<file path="src/rtl/stopwatch_counter_pkg.sv">
// stopwatch_pkg: shared types and constants for the stopwatch time-keeping stage.
//   mode_t       : operating mode of the stopwatch (RUN, PAUSE, ADJUST)
//   bcd_digit_t  : one 4-bit BCD digit
//   SEC_MAX_DEFAULT / MIN_MAX_DEFAULT : default last values before wrap (decimal 59)
package stopwatch_pkg;

    typedef enum logic [1:0] {
        RUN    = 2'd0,
        PAUSE  = 2'd1,
        ADJUST = 2'd2
    } mode_t;

    typedef logic [3:0] bcd_digit_t;

    localparam int SEC_MAX_DEFAULT = 59;
    localparam int MIN_MAX_DEFAULT = 59;

endpackage

</file>
<file path="src/rtl/stopwatch_counter_if.sv">
// stopwatch_counter_if: groups the stopwatch control inputs and display outputs.
//   onehz_clk, twohz_clk : divider square waves, synchronous to clk
//   pause_pulse          : single-cycle pause toggle request
//   adj, sel             : adjust-mode level and field select (0 = minutes, 1 = seconds)
//   min_tens..sec_ones   : BCD digits to the display multiplexer
//   paused, adj_min, adj_sec : status flags for the display
// Modports: master drives the controls and observes the outputs, slave is the stopwatch.
interface stopwatch_counter_if;
    import stopwatch_pkg::*;

    logic       onehz_clk;
    logic       twohz_clk;
    logic       pause_pulse;
    logic       adj;
    logic       sel;
    bcd_digit_t min_tens;
    bcd_digit_t min_ones;
    bcd_digit_t sec_tens;
    bcd_digit_t sec_ones;
    logic       paused;
    logic       adj_min;
    logic       adj_sec;

    modport master (
        output onehz_clk, twohz_clk, pause_pulse, adj, sel,
        input  min_tens, min_ones, sec_tens, sec_ones, paused, adj_min, adj_sec
    );

    modport slave (
        input  onehz_clk, twohz_clk, pause_pulse, adj, sel,
        output min_tens, min_ones, sec_tens, sec_ones, paused, adj_min, adj_sec
    );

endinterface

</file>
<file path="src/rtl/stopwatch_counter_bcd_mod_counter.sv">
// bcd_mod_counter: two-digit BCD counter that counts 00..MAX.
//   clk, rst   : clock and asynchronous active-high reset
//   i_inc      : advance by one count this cycle
//   i_wrap_en  : when at MAX, an increment wraps to 00; otherwise the count holds
//   o_tens, o_ones : registered BCD digits
//   o_at_max   : high while the count equals MAX
// MAX is given in decimal (e.g. 59) and must be a legal two-digit BCD value.
module bcd_mod_counter
    import stopwatch_pkg::*;
#(
    parameter int MAX = 59
) (
    input  logic       clk,
    input  logic       rst,
    input  logic       i_inc,
    input  logic       i_wrap_en,
    output bcd_digit_t o_tens,
    output bcd_digit_t o_ones,
    output logic       o_at_max
);

    localparam bcd_digit_t MAX_TENS = bcd_digit_t'(MAX / 10);
    localparam bcd_digit_t MAX_ONES = bcd_digit_t'(MAX % 10);

    bcd_digit_t r_tens;
    bcd_digit_t r_ones;

    assign o_tens   = r_tens;
    assign o_ones   = r_ones;
    assign o_at_max = (r_tens == MAX_TENS) && (r_ones == MAX_ONES);

    // The terminal value is checked before the ones rollover so that a MAX
    // whose ones digit is not 9 still wraps (or holds) at the right count.
    always_ff @(posedge clk or posedge rst) begin
        if (rst) begin
            r_tens <= '0;
            r_ones <= '0;
        end else if (i_inc) begin
            if (o_at_max) begin
                if (i_wrap_en) begin
                    r_tens <= '0;
                    r_ones <= '0;
                end
            end else if (r_ones == 4'd9) begin
                r_ones <= '0;
                r_tens <= r_tens + 4'd1;
            end else begin
                r_ones <= r_ones + 4'd1;
            end
        end
    end

endmodule

</file>
<file path="src/rtl/stopwatch_counter.sv">
// stopwatch_counter: MM:SS stopwatch fed by the divider's 1 Hz / 2 Hz waves.
//   clk, rst : 100 MHz clock, asynchronous active-high reset
//   bus      : stopwatch_counter_if.slave (controls in, BCD digits and flags out)
// Parameters SEC_MAX / MIN_MAX set the last value of each field before wrap.
// Optional build macro STOPWATCH_SAT_EN: when defined, running count saturates
// at MIN_MAX:SEC_MAX instead of wrapping to 00:00 (adjust still wraps).
module stopwatch_counter
    import stopwatch_pkg::*;
#(
    parameter int SEC_MAX = SEC_MAX_DEFAULT,
    parameter int MIN_MAX = MIN_MAX_DEFAULT
) (
    input  logic                clk,
    input  logic                rst,
    stopwatch_counter_if.slave  bus
);

    logic  r_onehzD;
    logic  r_twohzD;
    logic  r_paused;
    logic  r_adjMin;
    logic  r_adjSec;

    logic  w_secTick;
    logic  w_adjTick;
    mode_t w_mode;
    logic  w_secInc;
    logic  w_minInc;
    logic  w_secWrap;
    logic  w_minWrap;
    logic  w_secAtMax;
    logic  w_minAtMax;

    assign w_secTick = bus.onehz_clk & ~r_onehzD;
    assign w_adjTick = bus.twohz_clk & ~r_twohzD;

    // Mode is decoded from the live adj level and the registered pause flag so
    // that an adj rise coincident with a second tick already blocks the tick,
    // and a pause pulse only affects ticks from the following cycle onward.
    always_comb begin
        w_mode = RUN;
        if (bus.adj) begin
            w_mode = ADJUST;
        end else if (r_paused) begin
            w_mode = PAUSE;
        end
    end

    // Increment and wrap control for both fields. In RUN the minutes advance
    // on a seconds carry; in ADJUST only the selected field moves and both
    // fields wrap independently.
    always_comb begin
        w_secInc  = 1'b0;
        w_minInc  = 1'b0;
        w_secWrap = 1'b1;
        w_minWrap = 1'b1;
        case (w_mode)
            RUN: begin
                w_secInc = w_secTick;
                w_minInc = w_secTick & w_secAtMax;
`ifdef STOPWATCH_SAT_EN
                // At the terminal count both counters hold instead of wrapping.
                w_secWrap = ~w_minAtMax;
                w_minWrap = 1'b0;
`endif
            end
            ADJUST: begin
                w_secInc = w_adjTick & bus.sel;
                w_minInc = w_adjTick & ~bus.sel;
            end
            default: begin
            end
        endcase
    end

    // Edge-detect history, pause toggle and registered adjust indicators.
    always_ff @(posedge clk or posedge rst) begin
        if (rst) begin
            r_onehzD <= 1'b0;
            r_twohzD <= 1'b0;
            r_paused <= 1'b0;
            r_adjMin <= 1'b0;
            r_adjSec <= 1'b0;
        end else begin
            r_onehzD <= bus.onehz_clk;
            r_twohzD <= bus.twohz_clk;
            if (bus.pause_pulse) begin
                r_paused <= ~r_paused;
            end
            r_adjMin <= bus.adj & ~bus.sel;
            r_adjSec <= bus.adj & bus.sel;
        end
    end

    bcd_mod_counter #(.MAX(SEC_MAX)) u_secCounter (
        .clk       (clk),
        .rst       (rst),
        .i_inc     (w_secInc),
        .i_wrap_en (w_secWrap),
        .o_tens    (bus.sec_tens),
        .o_ones    (bus.sec_ones),
        .o_at_max  (w_secAtMax)
    );

    bcd_mod_counter #(.MAX(MIN_MAX)) u_minCounter (
        .clk       (clk),
        .rst       (rst),
        .i_inc     (w_minInc),
        .i_wrap_en (w_minWrap),
        .o_tens    (bus.min_tens),
        .o_ones    (bus.min_ones),
        .o_at_max  (w_minAtMax)
    );

    assign bus.paused  = r_paused;
    assign bus.adj_min = r_adjMin;
    assign bus.adj_sec = r_adjSec;

endmodule

</file>
<file path="src/flat_wrapper.sv">
// flat-port wrapper written by rule: the top's interface ports become plain ports
module stopwatch_counter_flat import stopwatch_pkg::*;
#(
    parameter int SEC_MAX = SEC_MAX_DEFAULT,
    parameter int MIN_MAX = MIN_MAX_DEFAULT
)
  (clk, rst, bus_onehz_clk, bus_twohz_clk, bus_pause_pulse, bus_adj, bus_sel, bus_min_tens, bus_min_ones, bus_sec_tens, bus_sec_ones, bus_paused, bus_adj_min, bus_adj_sec);
  stopwatch_counter_if bus_i ();
  input  logic clk;
  input  logic rst;
  input wire logic [$bits(bus_i.onehz_clk)-1:0] bus_onehz_clk;
  input wire logic [$bits(bus_i.twohz_clk)-1:0] bus_twohz_clk;
  input wire logic [$bits(bus_i.pause_pulse)-1:0] bus_pause_pulse;
  input wire logic [$bits(bus_i.adj)-1:0] bus_adj;
  input wire logic [$bits(bus_i.sel)-1:0] bus_sel;
  output wire logic [$bits(bus_i.min_tens)-1:0] bus_min_tens;
  output wire logic [$bits(bus_i.min_ones)-1:0] bus_min_ones;
  output wire logic [$bits(bus_i.sec_tens)-1:0] bus_sec_tens;
  output wire logic [$bits(bus_i.sec_ones)-1:0] bus_sec_ones;
  output wire logic [$bits(bus_i.paused)-1:0] bus_paused;
  output wire logic [$bits(bus_i.adj_min)-1:0] bus_adj_min;
  output wire logic [$bits(bus_i.adj_sec)-1:0] bus_adj_sec;
  assign bus_i.onehz_clk = bus_onehz_clk;
  assign bus_i.twohz_clk = bus_twohz_clk;
  assign bus_i.pause_pulse = bus_pause_pulse;
  assign bus_i.adj = bus_adj;
  assign bus_i.sel = bus_sel;
  assign bus_min_tens = bus_i.min_tens;
  assign bus_min_ones = bus_i.min_ones;
  assign bus_sec_tens = bus_i.sec_tens;
  assign bus_sec_ones = bus_i.sec_ones;
  assign bus_paused = bus_i.paused;
  assign bus_adj_min = bus_i.adj_min;
  assign bus_adj_sec = bus_i.adj_sec;
  stopwatch_counter #(.SEC_MAX(SEC_MAX), .MIN_MAX(MIN_MAX)) u_core (.clk(clk), .rst(rst), .bus(bus_i));
endmodule
</file>
<file path="config.mk">
export PLATFORM = sky130hd
export DESIGN_NAME = stopwatch_counter_flat
export DESIGN_NICKNAME = d
export VERILOG_FILES = /design/src/rtl/stopwatch_counter_pkg.sv /design/src/rtl/stopwatch_counter_if.sv /design/src/rtl/stopwatch_counter_bcd_mod_counter.sv /design/src/rtl/stopwatch_counter.sv /design/src/flat_wrapper.sv
export SDC_FILE = /design/constraint.sdc
export NUM_CORES = 1
export LEC_CHECK = 0
export BUFFER_PORTS_ARGS = -buffer_cell sky130_fd_sc_hd__buf_2
export CELL_PAD_IN_SITES_DETAIL_PLACEMENT = 0
export CELL_PAD_IN_SITES_GLOBAL_PLACEMENT = 2
export CORE_MARGIN = 2
export CORE_UTILIZATION = 34
export DETAILED_ROUTE_END_ITERATION = 10
export GPL_TIMING_DRIVEN = 0
export PLACE_DENSITY_LB_ADDON = 0.1
export SYNTH_ARGS = -nofsm -noshare
export SYNTH_HDL_FRONTEND = slang
export SYNTH_SLANG_ARGS = --single-unit
</file>
<file path="constraint.sdc">
create_clock -name clk -period 3.8 [get_ports clk]
set_input_delay 0.57 -clock clk [delete_from_list [all_inputs] [get_ports clk]]
set_output_delay 0.57 -clock clk [all_outputs]
set_load 0.03 [all_outputs]
</file>
; Word-level counts from Yosys, hierarchy flattened
; Index checks and enable logic that the tools add are counted.
[word_totals]
reg_bits = 21
output_inout_bits = 19
inputBits = 7
elab_cells = 48
[op_classes]
n_mux = 12
n_bitwise = 11
eq_ne = 5
n_reduce_logical = 7
n_addsub = 4
[op_table]
columns = op, n
row1 = two-way mux 4 bit, 8
row2 = adder 4 x 1 -> 4 bit (second input constant), 4
row3 = == test 4 x 3 -> 1 bit (second input constant), 2
row4 = == test 4 bit (second input constant), 2
row5 = AND 1 bit, 7
row6 = NOT 1 bit, 4
row7 = case mux 1 bit (2 select lines), 2
row8 = AND reduction 2 bit, 2
row9 = nonzero test 2 bit, 2
row10 = == test 2 bit (second input constant), 1
row11 = logical AND 1 bit, 2
row12 = logical NOT 2 bit, 1
row13 = two-way mux 2 bit, 1
row14 = two-way mux 1 bit, 1

; Longest topological paths before layout
; Gate-level depths: netlist of run 1.
[depth]
depth_word = 5
mapped_depth = 7
depth_no_buf = 6

; Modules after synthesis
; Synthesis of run 1 repeated with hierarchy kept, for this count alone.
[hier_totals]
cells_unflattened = 110
area_unflattened_um2 = 1143.6
[by_module_without_submodules]
columns = mod, area_each_um2, seq_area_each_um2, instances, cells_each
row1 = bcd_mod_counter, 475.5, 200.2, 2, 48
row2 = stopwatch_counter, 192.7, 125.1, 1, 14

; Worst setup path before layout of run 1
; No wires, ideal clock.
[synth_path]
kind = reg-to-reg
startpoint = register u_core.u_secCounter.r_tens[0] (netlist: u_core.u_secCounter.o_tens[0])
endpoint = register u_core.u_minCounter.r_tens[3] (netlist: u_core.u_minCounter.o_tens[3])
setup_time_ps = 66
path_stages_with_launch = 7
path_buffers = 1
slack_ps = 1971
required_ps = 3734
arrival_time_ps = 1763
synth_period_minus_slack_ps = 1829
path_cell_list = dfrtp_1 > ha_1 > and3b_1 > a31oi_1 > buf_2 > or4_1 > nand2_1
[synth_via]
elab_chain_len = 5
[synth_lines]
columns = element, line_no
row1 = start: declaration, stopwatch_counter_bcd_mod_counter.sv:25  ; bcd_digit_t r_tens;
row2 = start signal: assignment, stopwatch_counter_bcd_mod_counter.sv:46  ; r_tens <= r_tens + 4'd1;
row3 = == test 4 x 3 -> 1 bit, stopwatch_counter_bcd_mod_counter.sv:30  ; assign o_at_max = (r_tens == MAX_TENS) && (r_ones == MAX_ONES);
row4 = logical AND 1 bit, stopwatch_counter_bcd_mod_counter.sv:30
row5 = AND 1 bit, stopwatch_counter.sv:60  ; w_minInc = w_secTick & w_secAtMax;
row6 = case mux 1 bit (2 select lines), stopwatch_counter.sv:57  ; case (w_mode)
row7 = AND reduction 2 bit (no line), n/a
row8 = end signal: assignment, stopwatch_counter_bcd_mod_counter.sv:46
row9 = end: declaration, stopwatch_counter_bcd_mod_counter.sv:25
; Every way passes these cells.
; A chain may end at the register's enable or synchronous reset.

; Worst setup path after layout of run 1
[layout_path]
startpoint = register u_core.u_secCounter.r_tens[1] (netlist: u_core.u_secCounter.o_tens[1])
endpoint = register u_core.u_minCounter.r_tens[3] (netlist: u_core.u_minCounter.o_tens[3])
; Same word-level chain as after synthesis.

==> qor.yml, run 1 <==
status: "complete, no violations"
syn_area_um2: 1070
core_area_um2: 3030
dr_total_vias: 816
layout_common_cells: "26 x buf_2, 21 x dfrtp_1, 12 x o21ai_0, 8 x nand2_1, 8 x ha_1"
min_path_type: "primary input to flip-flop"
cts_made_buffers: 3
arrival_ps: 2090
ios: 26
clkLatencyLatePin_ps: 300
powerDensity_nw_per_um2: 562
ctsResizeCount: 0
timing.final.crit_period_ps: 1840
combPwrFrac_pct: 38.8
gr-usage-all-layers_pct: 13.3
synth_area_leaders: "dfrtp_1 49%, ha_1 9.3%, o21ai_0 5.6%"
fmax_mhz: 543
hold-path-endpoint: "u_core.r_onehzD"
critPathSlowestCell: "or4_1"
viasPerCell: 4.69
rows: 20
synth_top_cell_area_share_pct: 49.1
clk_path_buf_depth: 2
cts_tree: "done"
cp.required_ps: 4050
worst_setup_path_end_kind: "flip-flop"
p_clk_share_pct: 14.9
ys_seq_area_share_pct: 49.1
timing.rr.start: "u_core.u_secCounter.o_tens[1]"
clock_sinks: 21
syn_inst: 101
hpwl_um: 1520
wl_um: 2010
ys_warn_count: 0
p_leak_nw: 0.653
grt_overflow: 0
cts.hold.buffers_added: 0
power.internal_uw: 410
layout-drive-gt1-share_pct: 27.7
netSwitchingPower_uw: 308
gp_congestion: 0.737
first_pass_iters: 4
n_antenna_cell: 0
finalPower_uw: 718
cp_max_fo: 10
finalClockSkew_ps: 6.14
tightest_slew_ps: 802
fin_nets: 146
worstReg2RegEnd: "u_core.u_minCounter.o_tens[3]"
wl_per_cell_um: 11.5
layout_commonest_cell: "buf_2"
min_path_cells: 1
ir_worst_vdd_mv: 0.218
cp-start-kind: "flip-flop"
grt_pass1_wl_um: 3550
ys_dominant_reg_cell: "dfrtp_1"
cpPeakStageDelay_ps: 470
setup_viol: 0
grt_max_degree: 22
slew_violations: 0
initial_core_util_pct: 35.4
relSlewSlack_pct: 46.5
synth_top_cell_by_area: "dfrtp_1"
crit_type: "flip-flop to flip-flop"
drt_iter0_drc: 37
hold_viol: 0
htreeDepth: 1
syn_nets: 116
setup_tns_ps: 0
die_w_um: 60.1
die_area_um2: 3620
clk_pin_slew_ps: 120
post-route-drc-count: 0
postLayoutCellArea_um2: 1280
max_cap_viol_count: 0
period_share_pct: 48.5
antenna_found_initial: 0
cts-root-buf: "clkbuf_4"
worstPathCellList: "inv_1 > ha_1 > and3b_1 > a31oi_1 > buf_2 > or4_1 > nand2_1"
synth_edf_count: 0
rsz0062_at_grt: "no"
regToRegSetupSlack_ps: 1960
port_buffers: 25
hold_start: "bus_onehz_clk"
post-cts-setup-buffers: 0
ys_async_sr_fraction_pct: 100
avgSynthCellArea_um2: 10.6
postPlaceCellArea_um2: 1250
ys_ff_latch: 21
seqPwrFrac_pct: 46.4
drtAntennaViolNets: 0
first_global_vias: 787
yosysUniqueCellTypes: 28
switching_share_pct: 42.9
syn_to_final_growth_pct: 19.4
die_y_um: 60.1
rr_worst_depth: 7
[layout make-up]
cell class / count / area, um^2
sequential: 21 / 526
tap: 44 / 55.1
clock inverter: 1 / 5.00
timing repair buffer: 25 / 125
multi-input combinational: 73 / 518
fill: 316 / 1750
clock buffer: 3 / 22.5
buffer: 1 / 5.00
inverter: 6 / 22.5
[per-layer routing]
layer,routed length (um),global-route usage [%]
met1,1010,17.8
met2,869,20.2
met3,86,2.60
met4,42,6.67
met5,0,0
[state kept, by name (all words and copies together), names as in the netlist]
signal,cells
u_core.r_twohzD,1
u_core.u_secCounter.o_ones,4
u_core.u_minCounter.o_ones,4
u_core.bus.paused,1
u_core.u_secCounter.o_tens,4
u_core.bus.adj_min,1
u_core.r_onehzD,1
u_core.bus.adj_sec,1
u_core.u_minCounter.o_tens,4
[worst max path at each step]
| stage | startpoint | end | slack [ps] |
|---|---|---|---|
| final | u_core.u_secCounter.o_tens[1] | u_core.u_minCounter.o_tens[3] | 1960 |
| after global routing | u_core.u_secCounter.o_tens[1] | u_core.u_minCounter.o_tens[3] | 1770 |
| after CTS | u_core.u_secCounter.o_tens[1] | u_core.u_minCounter.o_tens[3] | 1920 |
| after detailed placement | bus_adj | u_core.u_minCounter.o_tens[3] | 1750 |
| after global placement | bus_adj | u_core.u_minCounter.o_tens[3] | 1780 |
| after floorplan | u_core.u_secCounter.o_tens[0] | u_core.u_minCounter.o_tens[3] | 1970 |
[Yosys cell counts (3+ instances only)]
cell	n
and3b_1	3
inv_1	6
dfrtp_1	21
nand2b_1	3
nor2_1	3
o21ai_0	12
mux2_2	3
o31ai_1	3
nor2b_1	4
ha_1	8
nand2_1	8
a21oi_1	3
[power groups by stage]
stage                     clock, mW  sequential [mW]  combinational (mW)
after floorplan                   0            0.426               0.107
after global placement            0            0.335               0.277
after detailed placement          0            0.340               0.282
after CTS                     0.115            0.335               0.283
after global routing          0.127            0.347               0.311
final                         0.107            0.333               0.278
[metrics by stage]
step           std cells  utilization (%)  worst slack, ps  hold WS, ps
2_1_floorplan        101                -             1970          547
3_3_place_gp         170             41.3             1780          511
3_5_place_dp         170             41.3             1750          528
4_1_cts              174             42.2             1920          373
5_1_grt              174             42.2             1770          363
6_report             174             42.2             1960          388
[worst max-delay path: cells and delay by family, from the launching register on]
kind                       cells  cell delay, ps
and+or+nand+nor                3             780
DFF                            1             430
buffers and inverters          2             270
adders and majority gates      1             180
AOI/OAI and AO/OA              1             120
[cell families (layout without fill, tap and decap cells)]
family                     count (synthesis)  after routing  synth area share, %
DFF                                       21             21                 49.1
muxes                                      3              3                 3.15
and+or+nand+nor                           37             37                 21.8
adders and majority gates                  8              8                 9.35
AOI/OAI and AO/OA                         23             23                 12.4
buffers and inverters                      7             36                 2.57
xor gates and xnor gates                   2              2                 1.64
No activity file was read; power rests on OpenSTA's default activity.
==> run 2, diff against run 1 <==
--- a/config.mk
+++ b/config.mk
@@ -5,11 +5,12 @@
 export SDC_FILE = /design/constraint.sdc
 export NUM_CORES = 1
 export LEC_CHECK = 0
+export ABC_AREA = 1
 export BUFFER_PORTS_ARGS = -buffer_cell sky130_fd_sc_hd__buf_2
 export CELL_PAD_IN_SITES_DETAIL_PLACEMENT = 0
 export CELL_PAD_IN_SITES_GLOBAL_PLACEMENT = 2
 export CORE_MARGIN = 2
-export CORE_UTILIZATION = 34
+export CORE_UTILIZATION = 31
 export DETAILED_ROUTE_END_ITERATION = 10
 export GPL_TIMING_DRIVEN = 0
 export PLACE_DENSITY_LB_ADDON = 0.1
==> constraint.sdc (replaced) <==
create_clock -name clk -period 1.9 [get_ports clk]
set_input_delay 0.285 -clock clk [delete_from_list [all_inputs] [get_ports clk]]
set_output_delay 0.285 -clock clk [all_outputs]
set_load 0.03 [all_outputs]
==> run 2 against run 1 <==
Net effect:
- core utilization fell by 3.8 points
- sequential power rose by 120%
- clock skew fell by 4.4 ps
- routed wire length rose by 19%
- first-iteration DRC count rose by 2.7%
- final cell count rose by 23%
- global-route usage fell by 0.11 points
- critical path type unchanged
- largest power group is now combinational cells
==> qor.yml, run 2 <==
cts_tree: "done"
layout_commonest_cell: "nand2_1"
min_path_type: "primary input to flip-flop"
ctsResizeCount: 0
initial_core_util_pct: 32.1
period_share_pct: 77.5
grt_overflow: 0
first_pass_iters: 4
syn_inst: 137
core_area_um2: 3630
multi_input_area_um2: 558
rows: 22
fmax_mhz: 679
crit_type: "flip-flop to flip-flop"
fin_nets: 182
hold_viol: 0
die_y_um: 65.3
rsz0062_at_grt: "no"
synth_top_cell_by_area: "dfrtp_1"
syn_to_final_growth_pct: 19.7
cts_made_buffers: 3
die_w_um: 65.3
wl_per_cell_um: 11.2
wl_um: 2400
ys_async_sr_fraction_pct: 100
finalClockSkew_ps: 1.76
relSlewSlack_pct: 43.3
slew_violations: 0
dr_total_vias: 945
max_cap_viol_count: 0
cp-start-kind: "flip-flop"
viasPerCell: 4.42
drtAntennaViolNets: 0
grt_pass1_wl_um: 4340
postLayoutCellArea_um2: 1400
grt_max_degree: 22
synth_area_leaders: "dfrtp_1 45%, nand2_1 10%, ha_1 8.6%"
syn_area_um2: 1170
seq_area_um2: 526
tightest_slew_ps: 850
hpwl_um: 1740
clkLatencyLatePin_ps: 260
setup_tns_ps: 0
synthTopCellsByCount: "32 x nand2_1, 21 x dfrtp_1, 17 x inv_1"
synth_edf_count: 0
worst_setup_path_end_kind: "flip-flop"
avgSynthCellArea_um2: 8.51
ir_worst_vdd_mv: 0.518
arrival_ps: 1620
ys_ff_latch: 21
gp_congestion: 0.708
clk_pin_slew_ps: 80
status: "complete, no violations"
clk_path_buf_depth: 2
cp.required_ps: 2050
syn_nets: 152
post-cts-setup-buffers: 0
yosysUniqueCellTypes: 23
cp_max_fo: 10
timing.final.crit_period_ps: 1470
ys_seq_area_share_pct: 45.1
yosysMostFrequentCell: "nand2_1"
fillerInstances: 415
first_global_vias: 961
n_antenna_cell: 0
antenna_found_initial: 0
clock_sinks: 21
postPlaceCellArea_um2: 1350
holdWs_ps: 133
htreeDepth: 1
ios: 26
setup_viol: 0
layout-drive-gt1-share_pct: 24.1
gr-usage-all-layers_pct: 13.1
die_area_um2: 4270
ys_warn_count: 0
synth_top_cell_area_share_pct: 45.1
cts.hold.buffers_added: 0
ys_dominant_reg_cell: "dfrtp_1"
powerDensity_nw_per_um2: 1270
cts-root-buf: "clkbuf_8"
p_leak_nw: 0.761
post-route-drc-count: 0
drt_iter0_drc: 38
port_buffers: 25
layout_common_cells: "32 x nand2_1, 25 x buf_2, 21 x dfrtp_1, 17 x inv_1, 15 x nor2_1"
run 2: cell types whose count changed after synthesis, moves of 4 or more:
| cell | delta |
|---|---|
| o21ai_0 | -6 |
| nand2_1 | +24 |
| nor2b_1 | -4 |
| inv_1 | +11 |
| nand3_1 | +9 |
| nor2_1 | +12 |
run 2: path summary, 6_finish.rpt:
kind	start	to	slack (ps)	cells past startpoint
min	bus_onehz_clk	u_core.r_onehzD	130	1
min in group asynchronous	rst	u_core.u_secCounter.o_ones[0]	180	2
min reg2reg	u_core.bus.paused	u_core.bus.paused	500	1
max in group asynchronous	rst	u_core.u_minCounter.o_tens[2]	1190	2
max	u_core.u_secCounter.o_ones[1]	u_core.u_minCounter.o_ones[2]	430	8
max reg2reg	u_core.u_secCounter.o_ones[1]	u_core.u_minCounter.o_ones[2]	430	8
run 2: cell families (layout without fill, tap and decap cells):
logic type	count (synthesis)	in the layout	synth area share (%)
AND/OR/NAND/NOR	70	70	28.4
flip-flops	21	21	45.1
buffers and inverters	20	49	7.08
AO/OA/AOI/OAI	12	12	6.33
adder cells (fa/ha/maj)	8	8	8.58
XOR/XNOR	6	6	4.51
run 2: layout make-up:
class	instances	share of cell area, %
tap	48	4.30
inverter	19	5.11
sequential	21	37.6
timing repair buffer	25	8.96
clock buffer	4	3.23
buffer	1	0.806
multi-input combinational	96	40.0
run 2: report_power, final:
group	internal [mW]	switching (mW)
combinational	0.255	0.490
clock	0.150	0.152
sequential	0.563	0.158
run 2: critical path, stage by stage, from the launching register on:
cell and delay (ps):
dfrtp_1 430, inv_1 90, ha_1 190, nand3_4 110, nor2_4 160, nand2_2 60, nand2_2 90, buf_6 140
o21ai_0 90
run 2: metal layers:
layer | share of wire (%) | track usage [%] | routed length (um)
met1 | 50 | 18.1 | 1200
met2 | 44 | 20.0 | 1060
met3 | 3.6 | 2.23 | 87
met4 | 2.1 | 6.25 | 51
met5 | 0 | 0 | 0
run 2: per-stage QoR:
| stage | power [mW] | setup slack, ps | std cells | utilization (%) |
|---|---|---|---|---|
| floorplan | 1.27 | 399 | 137 | - |
| global route | 1.92 | 242 | 214 | 38.4 |
| global placement | 1.47 | 407 | 210 | 37.2 |
| detailed placement | 1.49 | 420 | 210 | 37.2 |
| CTS | 1.80 | 393 | 214 | 38.4 |
| finish | 1.77 | 427 | 214 | 38.4 |
==> run 3, diff against run 2 <==
==> constraint.sdc (replaced) <==
create_clock -name clk -period 1.5 [get_ports clk]
set_input_delay 0.225 -clock clk [delete_from_list [all_inputs] [get_ports clk]]
set_output_delay 0.225 -clock clk [all_outputs]
set_load 0.03 [all_outputs]
==> run 3 against run 2 <==
Net effect:
- core utilization grew 1.5 points
- via count grew 2.5%
- register-to-register slack lost 310 ps
- sequential power grew 25%
- setup slack lost 310 ps
- critical endpoint unchanged
- highest routed layer unchanged
==> qor.yml, run 3 (synthesized netlist as in run 2, its figures left out) <==
critPathSlowestCell: "dfrtp_1"
clk_pin_slew_ps: 80
antenna_found_initial: 0
grt_pass1_wl_um: 3910
min_path_type: "primary input to flip-flop"
layout-drive-gt1-share_pct: 30.6
htreeDepth: 1
cp.required_ps: 1640
cpPeakStageDelay_ps: 400
die_y_um: 65.3
layout_common_cells: "31 x nand2_1, 26 x buf_2, 19 x dfrtp_1, 16 x inv_1, 14 x nor2_1"
cts-root-buf: "clkbuf_8"
clock_sinks: 21
fin_cells: 218
cp-start-kind: "flip-flop"
fin_nets: 186
drt_iter0_drc: 43
max_cap_viol_count: 0
wl_um: 2310
first_pass_iters: 4
cts_tree: "done"
layout_commonest_cell: "nand2_1"
hold_viol: 0
p_leak_nw: 0.773
ir_worst_vdd_mv: 0.536
setup_tns_ps: 0
port_buffers: 25
cts_made_buffers: 3
rows: 22
period_share_pct: 92.2
hpwl_um: 1670
initial_core_util_pct: 32.1
drtAntennaViolNets: 0
pre_cts_ws_ps: 10.7
setup_ws_ps: 118
gp_congestion: 0.718
clkLatencyLatePin_ps: 250
timing.final.crit_period_ps: 1380
arrival_ps: 1530
dpl.cell_count: 210
viasPerCell: 4.44
dr_total_vias: 969
first_global_vias: 906
slew_violations: 0
core_area_um2: 3630
clk_path_buf_depth: 2
worstPathCellList: "inv_2 > ha_2 > nand3_4 > nor2_4 > nand2_2 > nand2_4 > buf_2 > o21ai_0"
grt_max_degree: 22
status: "complete, no violations"
crit_type: "flip-flop to flip-flop"
wl_per_cell_um: 10.6
finalClockSkew_ps: 4.74
n_antenna_cell: 0
setup_viol: 0
grt_overflow: 0
post-route-drc-count: 0
relSlewSlack_pct: 44.2
syn_to_final_growth_pct: 24.4
die_w_um: 65.3
worst_setup_path_end_kind: "flip-flop"
cts.hold.buffers_added: 0
die_area_um2: 4270
cp_max_fo: 5
fmax_mhz: 723
finalPower_mw: 2.28
tightest_slew_ps: 836
powerDensity_nw_per_um2: 1570
gr-usage-all-layers_pct: 11.6
ios: 26
rsz0062_at_grt: "no"
## run 3: power breakdown
part | switching [mW] | internal (mW) | leakage, nW
sequential | 0.179 | 0.719 | 0.267
clock | 0.175 | 0.189 | 0.0228
combinational | 0.657 | 0.360 | 0.482
total | 1.01 | 1.27 | 0.773
## run 3: worst max-delay path: cells and delay by family (launching register included)
family / cells / cell delay, ps
buffers and inverters: 2 / 220
flip-flops: 1 / 400
AO/OA/AOI/OAI: 1 / 80
adder cells (fa/ha/maj): 1 / 180
AND/OR/NAND/NOR: 4 / 400
## run 3: path summary, 6_finish.rpt
path	start	endpoint	slack, ps	cells after the start
min in group asynchronous	rst	u_core.u_minCounter.o_ones[2]	130	2
worst min register to register	u_core.bus.paused	u_core.bus.paused	490	1
max in group asynchronous	rst	u_core.u_secCounter.o_tens[0]	800	2
worst max register to register	u_core.u_secCounter.o_ones[1]	u_core.u_minCounter.o_ones[2]	120	8
worst max-delay path	u_core.u_secCounter.o_ones[1]	u_core.u_minCounter.o_ones[2]	120	8
worst min-delay path	bus_twohz_clk	u_core.r_twohzD	90	1
## run 3: area by class of cell
class                      instances  area, um^2
buffer                             1        11.3
clock buffer                       4        45.0
fill                             403        2180
inverter                          19        75.1
multi-input combinational         96         581
sequential                        21         528
tap                               48        60.1
timing repair buffer              28         145
timing repair inverter             1        5.00
## run 3: timing repair
item / in CTS / in global routing
endpoints found under the setup margin: 4 / 6
endpoints found under the hold margin: 0 / 0
pin swaps: 0 / 2
gates cloned: 0 / 2
gates resized for setup: 0 / 9
setup buffers: 1 / 1
## run 3: per-stage QoR
step | utilization, % | hold slack (ps) | instance area (um^2)
5_1_grt | 39.9 | 77.1 | 1450
3_3_place_gp | 37.2 | 347 | 1350
4_1_cts | 38.7 | 80.7 | 1410
3_5_place_dp | 37.2 | 350 | 1350
2_1_floorplan | - | 201 | 1170
6_report | 39.9 | 88.1 | 1450
## run 3: per-layer routing
| metal | track usage (%) | wire length [um] |
|---|---|---|
| met1 | 14.3 | 1030 |
| met2 | 20.5 | 1210 |
| met3 | 2.05 | 65 |
| met4 | 3.91 | 13 |
| met5 | 0 | 0 |
